## src/rtl/apa102_pkg.sv

```systemverilog
// apa102_pkg: shared constants, types and helpers for the APA102 frame receiver.
//   FRAME_BITS / LED_HDR : word length and LED-frame header pattern.
//   *_MSB / *_LSB        : field positions inside a 32-bit LED word.
//   pixel_t              : decoded pixel {bright, blue, green, red}.
//   state_t              : receiver state {HUNT, LEDS}.
package apa102_pkg;

    localparam int         FRAME_BITS = 32;
    localparam logic [2:0] LED_HDR    = 3'b111;

    localparam int HDR_MSB    = 31;
    localparam int HDR_LSB    = 29;
    localparam int BRIGHT_MSB = 28;
    localparam int BRIGHT_LSB = 24;
    localparam int BLUE_MSB   = 23;
    localparam int BLUE_LSB   = 16;
    localparam int GREEN_MSB  = 15;
    localparam int GREEN_LSB  = 8;
    localparam int RED_MSB    = 7;
    localparam int RED_LSB    = 0;

    typedef struct packed {
        logic [4:0] bright;
        logic [7:0] blue;
        logic [7:0] green;
        logic [7:0] red;
    } pixel_t;

    typedef enum logic {
        HUNT = 1'b0,
        LEDS = 1'b1
    } state_t;

    function automatic logic has_led_hdr(input logic [FRAME_BITS-1:0] w);
        return w[HDR_MSB:HDR_LSB] == LED_HDR;
    endfunction

    function automatic pixel_t word_to_pixel(input logic [FRAME_BITS-1:0] w);
        pixel_t p;
        p.bright = w[BRIGHT_MSB:BRIGHT_LSB];
        p.blue   = w[BLUE_MSB:BLUE_LSB];
        p.green  = w[GREEN_MSB:GREEN_LSB];
        p.red    = w[RED_MSB:RED_LSB];
        return p;
    endfunction

endpackage

```

## src/rtl/apa102_edge_sync.sv

```systemverilog
// apa102_edge_sync: brings the asynchronous strip clock and data into the clk
// domain through identical flop chains and flags each strip-clock rise.
//   clk, reset   : system clock, async active-low reset
//   i_led_clk    : raw strip clock
//   i_led_data   : raw strip data
//   o_data       : synced data bit, aligned with o_stb
//   o_stb        : one-cycle strobe per strip-clock rising edge
module apa102_edge_sync #(
    parameter int SYNC_STAGES = 2
) (
    input  logic clk,
    input  logic reset,
    input  logic i_led_clk,
    input  logic i_led_data,
    output logic o_data,
    output logic o_stb
);

    logic [SYNC_STAGES-1:0] r_clk_sync;
    logic [SYNC_STAGES-1:0] r_data_sync;
    logic                   r_clk_prev;
    logic                   r_stb;
    logic                   r_data;

    // Strobe and data are registered together so the bit presented with the
    // strobe is the one captured through the same chain depth as the edge.
    always_ff @(posedge clk or negedge reset) begin
        if (!reset) begin
            r_clk_sync  <= '0;
            r_data_sync <= '0;
            r_clk_prev  <= 1'b0;
            r_stb       <= 1'b0;
            r_data      <= 1'b0;
        end else begin
            r_clk_sync  <= {r_clk_sync[SYNC_STAGES-2:0], i_led_clk};
            r_data_sync <= {r_data_sync[SYNC_STAGES-2:0], i_led_data};
            r_clk_prev  <= r_clk_sync[SYNC_STAGES-1];
            r_stb       <= r_clk_sync[SYNC_STAGES-1] & ~r_clk_prev;
            r_data      <= r_data_sync[SYNC_STAGES-1];
        end
    end

    assign o_stb  = r_stb;
    assign o_data = r_data;

endmodule

```

## src/rtl/apa102_frame_rx.sv

```systemverilog
// apa102_frame_rx: APA102 two-wire stream receiver. Finds the 32-zero start
// frame, decodes LED frames and presents one pixel per frame on valid/ready.
//   clk, reset            : system clock, async active-low reset (deassertion
//                           expected synchronous to clk from the reset source)
//   led_clk_i, led_data_i : serial strip clock / data (async to clk)
//   pix_valid, pix_ready  : pixel handshake
//   pix_index             : LED position within the refresh
//   pix_bright/blue/green/red : decoded fields
//   frame_done            : one-cycle pulse at end of a refresh
//   hdr_err, overflow     : sticky error flags, cleared by clear_err
module apa102_frame_rx
    import apa102_pkg::*;
#(
    parameter int NUM_LEDS    = 64,
    parameter int SYNC_STAGES = 2,
    localparam int IDX_W      = $clog2(NUM_LEDS)
) (
    input  logic             clk,
    input  logic             reset,
    input  logic             led_clk_i,
    input  logic             led_data_i,
    output logic             pix_valid,
    input  logic             pix_ready,
    output logic [IDX_W-1:0] pix_index,
    output logic [4:0]       pix_bright,
    output logic [7:0]       pix_blue,
    output logic [7:0]       pix_green,
    output logic [7:0]       pix_red,
    output logic             frame_done,
    output logic             hdr_err,
    output logic             overflow,
    input  logic             clear_err
);

    logic w_bit;
    logic w_stb;

    apa102_edge_sync #(.SYNC_STAGES(SYNC_STAGES)) u_sync (
        .clk        (clk),
        .reset      (reset),
        .i_led_clk  (led_clk_i),
        .i_led_data (led_data_i),
        .o_data     (w_bit),
        .o_stb      (w_stb)
    );

    state_t                  r_state, w_state_nxt;
    logic [FRAME_BITS-1:0]   r_shift;
    logic [4:0]              r_bitcnt;
    logic [5:0]              r_zrun;
    logic                    r_word_vld;
    logic [IDX_W-1:0]        r_idx;
    pixel_t                  r_pix;
    logic [IDX_W-1:0]        r_pix_idx;
    logic                    r_valid;
    logic                    r_done;
    logic                    r_hdr_err;
    logic                    r_ovf;

    logic w_start, w_load, w_done, w_hdr, w_idx_clr, w_idx_inc, w_hs;

    // FSM state register
    always_ff @(posedge clk or negedge reset) begin
        if (!reset) r_state <= HUNT;
        else        r_state <= w_state_nxt;
    end

    // Next state and control strobes. Words are evaluated one cycle after the
    // last bit lands in r_shift (r_word_vld), so the decode sees a full word.
    always_comb begin
        w_state_nxt = r_state;
        w_start     = 1'b0;
        w_load      = 1'b0;
        w_done      = 1'b0;
        w_hdr       = 1'b0;
        w_idx_clr   = 1'b0;
        w_idx_inc   = 1'b0;
        case (r_state)
            HUNT: begin
                if (w_stb && !w_bit && r_zrun == 6'd31) begin
                    w_start     = 1'b1;
                    w_idx_clr   = 1'b1;
                    w_state_nxt = LEDS;
                end
            end
            LEDS: begin
                if (r_word_vld) begin
                    if (has_led_hdr(r_shift)) begin
                        w_load = 1'b1;
                        if (r_idx == IDX_W'(NUM_LEDS - 1)) begin
                            w_done      = 1'b1;
                            w_idx_clr   = 1'b1;
                            w_state_nxt = HUNT;
                        end else begin
                            w_idx_inc = 1'b1;
                        end
                    end else if (r_shift == '0) begin
                        // End frame or back-to-back start frame: realign index.
                        w_done    = (r_idx != '0);
                        w_idx_clr = 1'b1;
                    end else begin
                        w_hdr       = 1'b1;
                        w_idx_clr   = 1'b1;
                        w_state_nxt = HUNT;
                    end
                end
            end
            default: w_state_nxt = HUNT;
        endcase
    end

    // Shift register, bit counter, zero-run counter, LED index
    always_ff @(posedge clk or negedge reset) begin
        if (!reset) begin
            r_shift    <= '0;
            r_bitcnt   <= '0;
            r_zrun     <= '0;
            r_word_vld <= 1'b0;
            r_idx      <= '0;
        end else begin
            if (w_stb) begin
                r_shift  <= {r_shift[FRAME_BITS-2:0], w_bit};
                r_bitcnt <= w_start ? 5'd0 : r_bitcnt + 5'd1;
            end
            r_word_vld <= w_stb && (r_state == LEDS) && (r_bitcnt == 5'd31);

            // Zero run only matters while hunting; restart it on every re-entry.
            if (r_state != HUNT)
                r_zrun <= '0;
            else if (w_stb)
                r_zrun <= w_bit ? 6'd0 : ((r_zrun == 6'd32) ? 6'd32 : r_zrun + 6'd1);

            if (w_idx_clr)      r_idx <= '0;
            else if (w_idx_inc) r_idx <= r_idx + 1'b1;
        end
    end

    assign w_hs = r_valid & pix_ready;

    // One-entry holding register and status flags. Error sets beat clear_err.
    always_ff @(posedge clk or negedge reset) begin
        if (!reset) begin
            r_pix     <= '0;
            r_pix_idx <= '0;
            r_valid   <= 1'b0;
            r_done    <= 1'b0;
            r_hdr_err <= 1'b0;
            r_ovf     <= 1'b0;
        end else begin
            if (w_load && (!r_valid || w_hs)) begin
                r_pix     <= word_to_pixel(r_shift);
                r_pix_idx <= r_idx;
                r_valid   <= 1'b1;
            end else if (w_hs) begin
                r_valid <= 1'b0;
            end

            r_done <= w_done;

            if (w_hdr)          r_hdr_err <= 1'b1;
            else if (clear_err) r_hdr_err <= 1'b0;

            if (w_load && r_valid && !w_hs) r_ovf <= 1'b1;
            else if (clear_err)             r_ovf <= 1'b0;
        end
    end

    assign pix_valid  = r_valid;
    assign pix_index  = r_pix_idx;
    assign pix_bright = r_pix.bright;
    assign pix_blue   = r_pix.blue;
    assign pix_green  = r_pix.green;
    assign pix_red    = r_pix.red;
    assign frame_done = r_done;
    assign hdr_err    = r_hdr_err;
    assign overflow   = r_ovf;

endmodule

```

## config.mk

```make
export PLATFORM = sky130hd
export DESIGN_NAME = apa102_frame_rx
export DESIGN_NICKNAME = d
export VERILOG_FILES = /design/src/rtl/apa102_pkg.sv /design/src/rtl/apa102_edge_sync.sv /design/src/rtl/apa102_frame_rx.sv
export SDC_FILE = /design/constraint.sdc
export NUM_CORES = 1
export LEC_CHECK = 0
export ABC_AREA = 1
export ABC_CLOCK_PERIOD_IN_PS = 3600
export CELL_PAD_IN_SITES_DETAIL_PLACEMENT = 0
export CELL_PAD_IN_SITES_GLOBAL_PLACEMENT = 2
export CORE_UTILIZATION = 38
export DETAILED_ROUTE_END_ITERATION = 10
export PLACE_DENSITY_LB_ADDON = 0.1
export SYNTH_ARGS = -nofsm -noshare
export SYNTH_HDL_FRONTEND = slang
export SYNTH_HIERARCHICAL = 1
export SYNTH_SLANG_ARGS = --single-unit
```

## constraint.sdc

```tcl
create_clock -name clk -period 3.6 [get_ports clk]
set_input_delay 0.54 -clock clk [delete_from_list [all_inputs] [get_ports clk]]
set_output_delay 0.54 -clock clk [all_outputs]
set_load 0.01 [all_outputs]
```

After elaboration in Yosys (flattened, before gate mapping)

Cells that the tools add are included.

Output and inout port bits: 39
Register bits: 97

Add/sub/neg operators: 3
Equality and inequality tests: 5
Multiplexer cells: 37
Bitwise gates (word level): 4
Reduce and logical (&&, ||, !) cells: 18

Operators with widths:

| cell                | number |
|---|---|
| $mux 6              | 6 |
| $logic_not 32->1    | 1 |
| $mux 1              | 28 |
| $add 6x1->6 const B | 2 |
| $eq 6x6->1 const B  | 2 |
| $reduce_bool 2->1   | 5 |
| $logic_and 1x1->1   | 7 |
| $eq 6x5->1 const B  | 1 |
| $reduce_bool 6->1   | 1 |
| $add 5x1->5 const B | 1 |
| $eq 5x5->1 const B  | 1 |
| $mux 5              | 1 |
| $pmux 1 s2          | 2 |
| $eq 3x3->1 const B  | 1 |
| $logic_not 1->1     | 3 |
| $and 1x1->1         | 2 |
| $not 1->1           | 2 |
| $logic_or 1x1->1    | 1 |

Logic depth before layout (Yosys ltp)

Gate-level depths: netlist of the first run.

Depth in word-level cells: 7
Gate-level depth with buffers: 9
Depth with buffers taken out: 9

Modules after synthesis

The synthesis of the first run kept the hierarchy.

By module, submodules not included:

| module           | cells an instance | area each (µm²) | seq. area each (µm²) | times used |
|---|---|---|---|---|
| apa102_frame_rx  | 423               | 4036.4          | 2252.2               | 1 |
| apa102_edge_sync | 9                 | 185.2           | 175.2                | 1 |

Least setup slack after synthesis of the first run

OpenSTA, ideal clock, no wires.

Path type: register to register
Start: register r_zrun[0]
End: register r_bitcnt[0]
Stages on the path, launching flop included: 8
Clock period less this slack: 1.291 ns
Path buffers: 1
Setup time: 0.118 ns
Data arrival time: 1.173 ns
Path slack: 2.309 ns
Data required time: 3.482 ns
Cells stage by stage: dfrtp_1 > ha_1 > nand3_1 > nor2_1 > nand2_2 > buf_4 > a21oi_1 > nor2_1

Word-level cells in the longest chain between the ends: 5

Ends and longest elaborated chain:

| element                  | RTL line               | source |
|---|---|---|
| start: declaration       | apa102_frame_rx.sv:50  | `logic [5:0] r_zrun;` |
| start signal: assignment | apa102_frame_rx.sv:131 | `r_zrun <= w_bit ? 6'd0 : ((r_zrun == 6'd32) ? 6'd32 : r_zrun + 6'd1);` |
| $eq 6x5->1               | apa102_frame_rx.sv:80  | `if (w_stb && !w_bit && r_zrun == 6'd31) begin` |
| $logic_and 1x1->1        | apa102_frame_rx.sv:80  |  |
| $mux 1                   | apa102_frame_rx.sv:80  |  |
| $mux 1                   | apa102_frame_rx.sv:78  | `case (r_state)` |
| $mux 5                   | apa102_frame_rx.sv:123 | `r_bitcnt <= w_start ? 5'd0 : r_bitcnt + 5'd1;` |
| end signal: assignment   | apa102_frame_rx.sv:123 |  |
| end: declaration         | apa102_frame_rx.sv:49  | `logic [4:0] r_bitcnt;` |

Every way passes these cells.
A chain may end at the register's enable or synchronous reset.

Final worst setup path of the first run

Start: register r_pix_idx[5] (netlist: pix_index[5])
End: output pix_index[5]

RTL lines:

| element                  | RTL line               | source |
|---|---|---|
| start: declaration       | apa102_frame_rx.sv:54  | `logic [IDX_W-1:0] r_pix_idx;` |
| start signal: assignment | apa102_frame_rx.sv:152 | `r_pix_idx <= r_idx;` |
| end: declaration         | apa102_frame_rx.sv:24  | `output logic [IDX_W-1:0] pix_index,` |

No word-level cell between the ends.

==> results.cfg, run 1 <==
[clock_network]
cts_max_level = 3
post_cts.repair.setup_buffers = 0
holdBufCountCts = 0
cts.reportedPaths.clkPinSlew_ns = 0.10
clk_root_buffer_cell = sky130_fd_sc_hd__clkbuf_8
cts-buffers-inserted = 9
cts_resized = 0
cts.sinks = 97
cts-root-to-sink-buffers = 2
clk_lat_worst_skew_ns = 0.36
tritoncts = yes

[power_and_ir_drop]
power.share.sequential_pct = 55.1
p_int_mw = 1.63
total_switching_power_mw = 0.559
total_power_per_unit_cell_area_mw_per_mm2 = 440
power.clock.fraction_pct = 36.3
combinationalPowerShare_pct = 8.6
irDropWorstVdd_mv = 0.368
swShare_pct = 25.5
static-leakage-power_nw = 2.25

[setup_path]
worst-path-buf-inv = 1
crit_path_start_kind = flop
cpPeakStageDelay_ns = 0.55
worst_setup_path_end_kind = output pin
worstReg2RegStart = r_shift[30]
cp-startpoint = pix_index[5]
critPathSlowestCell = sky130_fd_sc_hd__clkdlybuf4s50_1
worst_path_maximum_fanout = 2
worst_path_cell_trace = clkdlybuf4s50_1
category_of_cells_accounting_for_the_largest_share_of_critical_path_delay = buffers and inverters
critPathArrivalTime_ns = 1.30
worstSetupPathType = reg -> out
worstPathRequired_ns = 3.06

[synth]
synthesis.yosys.warnings = 6
synth_seq_cells = 97
synth_simple_gate_area_share_pct = 18.8
netlist.area_leader.share_pct = 57.5
yosysMostFrequentCell = sky130_fd_sc_hd__dfrtp_1
synth_top_family_by_area = simple AND/OR/NAND/NOR gates
mappedNetlistArea_mm2 = 0.00422
dominant_cells_by_area_after_synthesis = sky130_fd_sc_hd__dfrtp_1 57%, sky130_fd_sc_hd__o21ai_2 7.1%, sky130_fd_sc_hd__nand2_1 6.5%, sky130_fd_sc_hd__nand2_2 5.3%, sky130_fd_sc_hd__inv_1 4.6%
synthesis.area_per_instance_um2 = 9.77
synth_seq_area_share_pct = 57.5
synth_xor_area_share_pct = 1.45
synthesis.nets = 444
synth_enable_flop_cells = 0
post_synth_fa_ha_maj_area_fraction_pct = 1.78
async_reset_ff_share_pct = 100
synth_compound_gate_area_share_pct = 12.7
post_synth_most_frequent_cells = 97 x sky130_fd_sc_hd__dfrtp_1, 73 x sky130_fd_sc_hd__nand2_1, 52 x sky130_fd_sc_hd__inv_1
post_synth_inst_count = 432
post-synth-top-area-cell = sky130_fd_sc_hd__dfrtp_1
synth_flop_cell = sky130_fd_sc_hd__dfrtp_1
synth.lib_cells_used.distinct = 26
portion_of_netlist_area_occupied_by_mux_cells_pct = 0

[grt]
grtUsageTotal_pct = 15.2
number_of_global_route_vias_before_repair = 2800
antenna_found_initial = 0
global_route_wire_length_before_repair_mm = 13.6
grt-ovfl-total = 0
grt_max_degree = 68

[detailed_routing]
drc_errors = 0
via_per_inst = 4.57
finalWirelength_mm = 7.81
routed-via-count = 2841
first_iter_violations = 183
drt_pass_1_iters = 4
post_drt_wl_per_cell_um = 12.6
route.antenna.remaining_nets = 0

[hold_path]
holdCritPathClass = in -> async

[timing]
fin_worst_skew_ns = 0.00993
totalNegativeSetupSlack_ns = 0
slew-limit-headroom_pct = 53.7
timing.final.setup_violations = 0
final.period_utilization_pct = 51.2
min_period_ns = 1.84
rsz0062_at_grt = false
slew_viol_final = 0
fmax_ghz = 0.542
worst_pin_slew_ns = 0.694
hold_viol = 0
holdWs_ns = 0.215
finalWorstSetupSlack_ns = 1.76

[final_layout]
drive_gt1_share_pct = 20.8
final_cells = 621
finish.utilization_pct = 46.0
diodes = 0
fin_nets = 488
area.growth.synth_to_final_pct = 18.1

[die]
rows = 38
die_x_um = 107
die-area_mm2 = 0.0115
die-height_um = 107
core_area_mm2 = 0.0108
top_level_ports = 45
initial_core_util_pct = 38.9

[placement]
gp_routability_congestion = 0.764
post-place-ws_ns = 1.43
detailedPlacementHpwl_mm = 5.39
inst_count_dp = 605
total_of_buffers_placed_on_input_and_output_ports = 44

[status]
status = finished clean

[job]
drv_cap = 0
## cell type report
class	count	area, um^2
Fill cell	1063	5850
Tap cell	140	175
Inverter	56	211
Timing Repair Buffer	48	480
Sequential cell	97	2430
Clock buffer	10	138
Clock inverter	6	90.1
Multi-Input combinational cell	264	1470
## stage by stage
stage	power [mW]	area (um^2)
after floorplan	1.35	4220
after global placement	1.42	4760
after detailed placement	1.43	4760
after CTS	2.23	4990
after global routing	2.32	4990
final	2.19	4990
## power groups by stage
stage	Combinational, mW	Clock (mW)	Sequential, mW
CTS	0.196	0.828	1.21
detailed placement	0.195	0	1.23
global placement	0.193	0	1.23
finish	0.189	0.797	1.21
floorplan	0.132	0	1.22
global route	0.229	0.868	1.22
## cell families after synthesis
group,count (synthesis)
adders and majority gates,6
and+or+nand+nor,170
AOI/OAI and AO/OA,81
DFF,97
xor gates and xnor gates,7
buffers and inverters,71
## sequential cells by signal, indices dropped and copies added, names as in the netlist, 2 cells and up
name	count
pix_blue	8
pix_bright	5
pix_green	8
pix_index	6
pix_red	8
r_bitcnt	5
r_idx	6
r_shift	32
r_zrun	6
u_sync/r_clk_sync	2
u_sync/r_data_sync	2
## layer usage
| metal | GRT usage [%] | vias to the layer above | wire length [um] | share of wire, % |
|---|---|---|---|---|
| met1 | 20.3 | 1344 | 3880 | 50 |
| li1 | - | 1447 | - | - |
| met4 | 4.99 | 0 | 113 | 1.4 |
| met5 | 0 | - | 0 | 0 |
| met2 | 24.0 | 39 | 3540 | 45 |
| met3 | 4.00 | 11 | 278 | 3.6 |
## layout by cell type, fill, tap and decap left out
cell type,netlist,layout
sky130_fd_sc_hd__o22ai_1,3,3
sky130_fd_sc_hd__nor3_1,2,2
sky130_fd_sc_hd__buf_4,1,4
sky130_fd_sc_hd__inv_6,0,1
sky130_fd_sc_hd__dfrtp_1,97,97
sky130_fd_sc_hd__nor2_2,2,2
sky130_fd_sc_hd__inv_1,52,52
sky130_fd_sc_hd__and3_1,1,1
sky130_fd_sc_hd__bufinv_16,0,2
sky130_fd_sc_hd__nor2_4,1,1
sky130_fd_sc_hd__xnor2_1,1,1
sky130_fd_sc_hd__nand2_1,73,73
sky130_fd_sc_hd__nand3_1,15,15
sky130_fd_sc_hd__inv_2,3,3
sky130_fd_sc_hd__clkinvlp_4,0,1
sky130_fd_sc_hd__nor2_1,33,33
sky130_fd_sc_hd__buf_12,0,1
sky130_fd_sc_hd__clkbuf_8,0,10
sky130_fd_sc_hd__ha_1,6,6
sky130_fd_sc_hd__xor2_1,6,6
sky130_fd_sc_hd__o21ai_1,6,6
sky130_fd_sc_hd__clkdlybuf4s50_1,0,43
sky130_fd_sc_hd__o21ai_0,36,36
sky130_fd_sc_hd__o21ai_2,34,34
sky130_fd_sc_hd__nand4_1,5,5
sky130_fd_sc_hd__nand2_4,2,2
sky130_fd_sc_hd__a21oi_1,2,2
sky130_fd_sc_hd__clkinv_2,1,2
sky130_fd_sc_hd__nand2_2,36,36
sky130_fd_sc_hd__clkinv_4,0,1
## worst paths after layout
kind | to | slack, ns | cells past startpoint
max | pix_index[5] | 1.76 | 1
min | pix_blue[4] | 0.22 | 1
max reg2reg | pix_red[1] | 1.86 | 8
min reg2reg | u_sync/r_clk_sync[1] | 0.36 | 0
max in group asynchronous | r_idx[1] | 2.59 | 2
min in group clk | u_sync/r_clk_sync[1] | 0.36 | 0
No activity file was read; power rests on OpenSTA's default activity.
==> run 2: changes to the inputs <==
- ABC_CLOCK_PERIOD_IN_PS: 3600 -> 1500
- CORE_UTILIZATION: 38 -> 32
- clock period: 3.6 -> 1.5 ns (I/O delays scaled with it)
==> results.cfg, run 2 (synthesized netlist as in run 1, its figures left out) <==
[status]
status = finished clean

[detailed_routing]
drt_pass_1_iters = 5
route.antenna.remaining_nets = 0
routed-via-count = 2928
first_iter_violations = 136
finalWirelength_mm = 8.46
drc_errors = 0
post_drt_wl_per_cell_um = 12.7
via_per_inst = 4.40

[setup_path]
cpPeakStageDelay_ns = 0.54
crit_path_start_kind = flop
category_of_cells_accounting_for_the_largest_share_of_critical_path_delay = buffers and inverters
worstSetupPathType = reg -> out
critPathSlowestCell = sky130_fd_sc_hd__clkdlybuf4s50_1
worstPathRequired_ns = 1.27
worst_path_maximum_fanout = 2
worst_setup_path_end_kind = output pin
worst-path-buf-inv = 1
critPathArrivalTime_ns = 1.24
worst_path_cell_trace = clkdlybuf4s50_1

[final_layout]
fillers = 1300
area.sequential_mm2 = 0.00243
final_cell_mix = 97 x sky130_fd_sc_hd__dfrtp_1, 73 x sky130_fd_sc_hd__nand2_1, 52 x sky130_fd_sc_hd__inv_1, 36 x sky130_fd_sc_hd__nand2_2, 36 x sky130_fd_sc_hd__o21ai_0
diodes = 0
finish.utilization_pct = 41.7
area.growth.synth_to_final_pct = 25.8
flip_flop_count_of_the_largest_register_all_copies_and_words_added = 32
fin_nets = 501
drive_gt1_share_pct = 22.9
leading_cell_type_in_the_layout_fill_and_taps_excluded = sky130_fd_sc_hd__dfrtp_1
top_register = r_shift
multi_input_area_mm2 = 0.00147

[timing]
slew-limit-headroom_pct = 77.1
final.period_utilization_pct = 97.9
slew_viol_final = 0
timing.final.setup_violations = 0
fin_worst_skew_ns = 0.00607
min_period_ns = 1.47
fmax_ghz = 0.681
worst_pin_slew_ns = 0.344
rsz0062_at_grt = true
hold_viol = 0

[grt]
antenna_found_initial = 0
number_of_global_route_vias_before_repair = 2814
global_route_wire_length_before_repair_mm = 14.1
grt-ovfl-total = 0
grt_max_degree = 45
grtUsageTotal_pct = 13.6

[die]
initial_core_util_pct = 33.2
die_x_um = 117
top_level_ports = 45
die-area_mm2 = 0.0137
rows = 41
core_area_mm2 = 0.0127
die-height_um = 117

[power_and_ir_drop]
static-leakage-power_nw = 2.84
irDropWorstVdd_mv = 0.599
power_total_mw = 5.80
total_power_per_unit_cell_area_mw_per_mm2 = 1090

[placement]
total_of_buffers_placed_on_input_and_output_ports = 44
gp_routability_congestion = 0.726
detailedPlacementHpwl_mm = 6.02

[clock_network]
clk_lat_worst_skew_ns = 0.34
cts_max_level = 3
cts-root-to-sink-buffers = 2
tritoncts = yes
cts-buffers-inserted = 9
post_cts.repair.setup_buffers = 0
cts.reportedPaths.clkPinSlew_ns = 0.06
cts.sinks = 97
clk_root_buffer_cell = sky130_fd_sc_hd__clkbuf_16

[hold_path]
holdCritPathClass = in -> reg

[job]
drv_cap = 0
run 2: cell types whose count changed in the layout (fill, tap and decap cells not counted), sizes merged, moves of 4 or more:
cell	delta
buf	+12
clkbuf	+4
clkdlybuf4s50	-29
dlygate4sd2	+5
dlymetal6s2s	+24
run 2: metrics by stage:
stage | setup TNS [ns] | cells | hold slack (ns) | cell area (um^2) | setup slack (ns)
2_1_floorplan | 0 | 432 | -0.0706 | 4220 | 0.209
3_5_place_dp | 0 | 649 | 0.158 | 4930 | 0.0543
6_report | 0 | 666 | 0.325 | 5310 | 0.0315
5_1_grt | -0.0241 | 666 | 0.320 | 5310 | -0.0141
4_1_cts | 0 | 666 | 0.308 | 5240 | 0.000993
3_3_place_gp | 0 | 649 | 0.159 | 4930 | 0.0623
run 2: final cells by class:
type / instances / area share, %
inverters: 56 / 3.98
clock buffers: 14 / 5.16
repair buffers: 61 / 12.7
well taps: 172 / 4.05
flip-flops and latches: 97 / 45.7
multi-input cells: 264 / 27.7
clock inverters: 2 / 0.660
run 2: layer usage:
metal | up-vias | wire length (um) | share of wire, % | global-route usage, %
li1 | 1471 | - | - | -
met1 | 1412 | 4220 | 50 | 18.7
met2 | 34 | 3860 | 46 | 20.8
met3 | 11 | 246 | 2.9 | 2.94
met4 | 0 | 138 | 1.6 | 5.82
met5 | - | 0 | 0 | 0
run 2: power breakdown:
| group | switching [mW] | internal [mW] |
|---|---|---|
| Clock | 0.949 | 1.43 |
| Combinational | 0.321 | 0.201 |
| Sequential | 0.121 | 2.78 |
run 2: timing repair:
action,in CTS,in global routing
hold buffers,1,0
setup endpoints to repair,5,28
gates resized for setup,5,28
hold endpoints to repair,22,0
run 2: final timing paths:
| path | start | end | slack, ns | cells past startpoint |
|---|---|---|---|---|
| setup / recovery | pix_blue[5] | pix_blue[5] | 0.03 | 1 |
| hold / removal | led_data_i | u_sync/r_data_sync[0] | 0.32 | 1 |
| setup reg to reg | r_shift[30] | pix_blue[1] | 0.13 | 8 |
| hold reg to reg | u_sync/r_data_sync[0] | u_sync/r_data_sync[1] | 0.35 | 0 |
| max in group asynchronous | reset | u_sync/r_data_sync[0] | 0.63 | 3 |
| min in group asynchronous | reset | pix_blue[1] | 0.33 | 2 |
==> run 3: changes to the inputs <==
- CTS_CLUSTER_DIAMETER: unset -> 30
==> results of run 3 <==
Final layout, timing and power as in run 2 (identical DEF).
